$ cat config.mk
export PLATFORM = sky130hd
export DESIGN_NAME = credit_return_unit
export DESIGN_NICKNAME = d
export VERILOG_FILES = /design/src/rtl/credit_return_unit.sv
export SDC_FILE = /design/constraint.sdc
export NUM_CORES = 1
export LEC_CHECK = 0
export ABC_AREA = 1
export CAP_MARGIN = 0
export CORE_MARGIN = 5
export CORE_UTILIZATION = 35
export DETAILED_ROUTE_END_ITERATION = 7
export GPL_TIMING_DRIVEN = 0
export MAX_ROUTING_LAYER = met4
export PLACE_DENSITY = 0.68
export SYNTH_ARGS = -nofsm -noshare
export SYNTH_HDL_FRONTEND = slang
export SYNTH_SLANG_ARGS = --single-unit
$ cat constraint.sdc
create_clock -name i_clk -period 3.1 [get_ports i_clk]
set_input_delay 0.31 -clock i_clk [delete_from_list [all_inputs] [get_ports i_clk]]
set_output_delay 0.31 -clock i_clk [all_outputs]
set_load 0.03 [all_outputs]
$ cat src/rtl/credit_return_unit.sv
// rtl/credit_return_unit.sv - receiver-side credit return with one-sim-cycle latency
// Counts dequeued flits and offers them back upstream after the next sim_time_tick.
module credit_return_unit #(
    parameter int WIDTH = 4
) (
    input  logic             i_clk,
    input  logic             i_rst_n,
    input  logic             i_enable,
    input  logic             i_sim_time_tick,
    input  logic [WIDTH-1:0] i_config_in,
    input  logic             i_config_in_valid,
    output logic [WIDTH-1:0] o_config_out,
    output logic             o_config_out_valid,
    input  logic             i_credit_release,
    output logic             o_credit_out_valid,
    input  logic             i_credit_ack,
    output logic [WIDTH-1:0] o_pending_count,
    output logic             o_error
);

    logic [WIDTH-1:0] r_max_credits;
    logic [WIDTH-1:0] r_cur_cnt;
    logic [WIDTH-1:0] r_ready_cnt;
    logic [WIDTH-1:0] r_config_out;
    logic             r_config_out_valid;
    logic             r_error;

    logic [WIDTH-1:0] w_pending;
    logic [WIDTH-1:0] w_cur_nxt;
    logic [WIDTH-1:0] w_ready_nxt;
    logic             w_ovf;
    logic             w_ack;
    logic             w_rel;
    logic             w_drop;

    assign w_pending          = r_ready_cnt + r_cur_cnt;
    // >= rather than == also guards a depth lowered below the pending count while paused
    assign w_ovf              = (w_pending >= r_max_credits);
    assign o_credit_out_valid = i_enable & (r_ready_cnt != '0);
    assign w_ack              = i_credit_ack & o_credit_out_valid;
    assign w_rel              = i_credit_release & i_enable & ~w_ovf;
    assign w_drop             = i_credit_release & i_enable & w_ovf;

    assign o_pending_count    = w_pending;
    assign o_config_out       = r_config_out;
    assign o_config_out_valid = r_config_out_valid;
    assign o_error            = r_error;

    always_comb begin
        w_cur_nxt   = r_cur_cnt;
        w_ready_nxt = r_ready_cnt;
        if (i_enable) begin
            if (i_sim_time_tick) begin
                // a release on the tick edge belongs to the new simulated cycle
                w_ready_nxt = r_ready_cnt + r_cur_cnt - WIDTH'(w_ack);
                w_cur_nxt   = WIDTH'(w_rel);
            end else begin
                w_ready_nxt = r_ready_cnt - WIDTH'(w_ack);
                w_cur_nxt   = r_cur_cnt + WIDTH'(w_rel);
            end
        end
    end

    always_ff @(posedge i_clk or negedge i_rst_n) begin
        if (!i_rst_n) begin
            r_max_credits      <= '0;
            r_cur_cnt          <= '0;
            r_ready_cnt        <= '0;
            r_config_out       <= '0;
            r_config_out_valid <= 1'b0;
            r_error            <= 1'b0;
        end else begin
            r_config_out       <= r_max_credits;
            r_config_out_valid <= i_config_in_valid;
            if (i_config_in_valid && !i_enable) begin
                r_max_credits <= i_config_in;
            end
            r_cur_cnt   <= w_cur_nxt;
            r_ready_cnt <= w_ready_nxt;
            if (w_drop) begin
                r_error <= 1'b1;
            end
        end
    end

endmodule
==> results.py <==
metrics = {
    "status": {
        "outcome": "complete, no violations",
    },
    "worst_setup_path": {
        "cp.arrival_ps": 2890,
        "crit_buf_inv": 2,
        "crit_path_frequent_cell": "ha_1",
        "cp_top_family": "adder cells",
        "crit_slowest_cell": "fa_1",
        "worstPathCellList": "ha_1 -> inv_1 -> fa_1 -> inv_1 -> ha_1 -> a21oi_1 -> o21ai_1 -> nor2_1 -> ha_1 -> ha_1 -> nand2_1 -> o21ai_0 -> a21oi_1",
        "r2r_cells": 13,
        "critical_path.max_fanout": 4,
        "worstSetupPathType": "register to register",
        "critPathRequiredTime_ps": 3300,
        "cp-start-kind": "register",
        "end_kind": "register",
        "path_depth": 13,
        "critPathMaxStageDelay_ps": 560,
    },
    "synth": {
        "netlist_area_um2": 1087,
        "synth_top_area_share_pct": 41.43,
        "yosysWarnings": 0,
        "ys_ff_latch": 18,
        "ys_top_cells_by_count": "nand2_1, dfrtp_1, inv_1",
        "ys_types": 25,
        "ys.flop_type": "dfrtp_1",
        "syn_nets": 146,
        "post-synth-top-count-cell": "nand2_1",
        "synth_edf_count": 0,
        "yosys.area.top_type": "dfrtp_1",
        "synth_area_leaders": "dfrtp_1, ha_1, nand2_1",
        "synth.yosys.seq_area_share_pct": 41.43,
        "synth_cells": 123,
        "async_reset_ff_share_pct": 100.0,
        "avgSynthCellArea_um2": 8.840,
    },
    "routing": {
        "ant_nets": 0,
        "wl_mm": 2.208,
        "avgViaCountPerCell": 4.675,
        "drtIter0Drc": 19,
        "dr.pass1.iters": 4,
        "drcViolationCount": 0,
        "dr_total_vias": 893,
        "post_drt_wl_per_cell_um": 11.56,
    },
    "sta": {
        "fmax_mhz": 371.5,
        "worst_slew_pin_slew_ps": 805.7,
        "layout_min_cycle_time_ps": 2692,
        "skew_ps": 6.414,
        "min_period_over_period_pct": 86.83,
        "rsz0062_at_grt": "no",
        "timing_hold_violations_final": 0,
        "setup_viol": 0,
        "report.final.slew_viol_count": 0,
        "final.setup.tns_ps": 0,
        "slew_headroom_pct": 46.12,
        "hold_slack_ps": 239.1,
    },
    "die": {
        "core-area_um2": 3028,
        "initial_utilization_pct": 35.91,
        "fp-row-count": 20,
        "die_area_um2": 4321,
        "ioPinCount": 22,
        "die_y_um": 65.74,
        "die_w_um": 65.74,
    },
    "grt": {
        "first_global_vias": 874,
        "grt_pass1_wl_mm": 3.981,
        "grt_antenna_before_repair": 0,
        "grt-ovfl-total": 0,
        "grt_start_max_net_pins": 19,
        "grt_usage_pct": 12.20,
    },
    "clock_network": {
        "post_cts_buffers": 0,
        "clockRootBuffer": "clkbuf_4",
        "cts.sinks": 18,
        "clk_pin_slew_worst_paths_ps": 110,
        "cts-buffers-inserted": 3,
        "cts_buffer_depth": 2,
        "hold_buffers": 0,
        "ctsResizeCount": 0,
        "cts_tree": "yes",
        "htreeDepth": 1,
        "clock_latency_ps": 300,
    },
    "flow_run": {
        "maxCapViolCount": 0,
    },
    "placement": {
        "place_congestion": 0.7539,
        "io_buffer_count": 20,
        "dp_hpwl_mm": 1.781,
    },
    "finish": {
        "multi_input_comb_area_um2": 551.8,
        "n_fill_cell": 292,
        "n_antenna_cell": 0,
        "final_nets": 171,
        "drive_above_1_share_pct": 12.93,
        "seq_area_um2": 450.4,
        "area_delta_synth_final_pct": 26.81,
    },
    "power_and_ir_drop": {
        "ir_worst_vdd_mv": 0.4120,
        "p_per_area_nw_per_um2": 820.1,
        "power_leakage_nw": 0.6675,
    },
    "hold_path": {
        "min_path_cells": 2,
        "hp-class": "input port to register",
    },
}
[path summary, 6_finish.rpt]
path	start	end	slack, ps
min in group asynchronous	i_rst_n	r_max_credits[2]$_DFFE_PN0P_	460
worst min-delay path	i_enable	r_cur_cnt[1]$_DFFE_PN0P_	240
worst max register to register	r_ready_cnt[0]$_DFFE_PN0P_	r_cur_cnt[2]$_DFFE_PN0P_	410
worst min register to register	r_max_credits[3]$_DFFE_PN0P_	o_config_out[3]$_DFF_PN0_	390
max in group asynchronous	i_rst_n	o_config_out[1]$_DFF_PN0_	2130
worst max-delay path	r_ready_cnt[0]$_DFFE_PN0P_	r_cur_cnt[2]$_DFFE_PN0P_	410
[report_power, final]
part           internal [mW]  total (mW)  switching [mW]
registers              0.286       0.339          0.0526
clock network         0.0717       0.148          0.0761
logic                  0.263       0.644           0.381
total                  0.621        1.13           0.510
[registers in the layout, indices dropped and copies added, names as in the netlist]
signal              flops
o_config_out            4
r_cur_cnt               4
r_max_credits           4
r_ready_cnt             4
o_config_out_valid      1
o_error                 1
[cells by family (layout without fill, tap and decap cells)]
logic type               count (synthesis)  after routing  share of synthesized area (%)
multiplexers                             1              1                          1.036
flip-flops                              18             18                          41.43
XOR/XNOR                                 1              1                         0.8057
AND/OR/NAND/NOR                         53             53                          23.13
buffers and inverters                   18             42                          7.826
adder cells (fa/ha/maj)                 12             12                          14.50
AO/OA/AOI/OAI                           20             20                          11.28
[placed cells by master, fill, tap and decap left out]
master,count
a21oi_1,8
a21oi_2,2
a31o_1,1
and2_1,1
buf_6,2
clkbuf_4,3
clkbuf_8,1
clkdlybuf4s50_1,20
dfrtp_1,18
fa_1,1
ha_1,11
inv_1,13
inv_2,2
inv_4,1
mux2_1,1
nand2_1,27
nand2_2,4
nand2_4,1
nand3_1,11
nand3_2,2
nand4_1,1
nor2_1,4
nor3_1,1
o21ai_0,5
o21ai_1,3
o21ai_4,1
or2_1,1
xor2_1,1
[metrics by stage]
stage | cell area [µm²] | util [%] | std cells | power (mW) | worst slack, ps
floorplan | 1087 | - | 123 | 0.7852 | 472.9
global placement | 1343 | 44.34 | 187 | 0.9717 | 453.6
detailed placement | 1343 | 44.34 | 187 | 0.9927 | 402.3
CTS | 1379 | 45.54 | 191 | 1.147 | 384.0
global route | 1379 | 45.54 | 191 | 1.232 | 240.1
finish | 1379 | 45.54 | 191 | 1.131 | 408.2
[per-layer routing]
| layer | GRT usage (%) | share of wire [%] |
|---|---|---|
| met2 | 19.65 | 48 |
| met5 | - | 0 |
| met4 | 5.440 | 1.9 |
| met3 | 2.222 | 3.7 |
| met1 | 14.85 | 46 |
[final cells by class]
cell class,instances,area share [%]
multi-input combinational,87,40.02
tap,44,3.993
timing repair buffer,20,14.52
sequential,18,32.67
buffer,2,1.633
clock buffer,4,2.632
inverter,16,4.537
(Power assumes the default switching activity.)
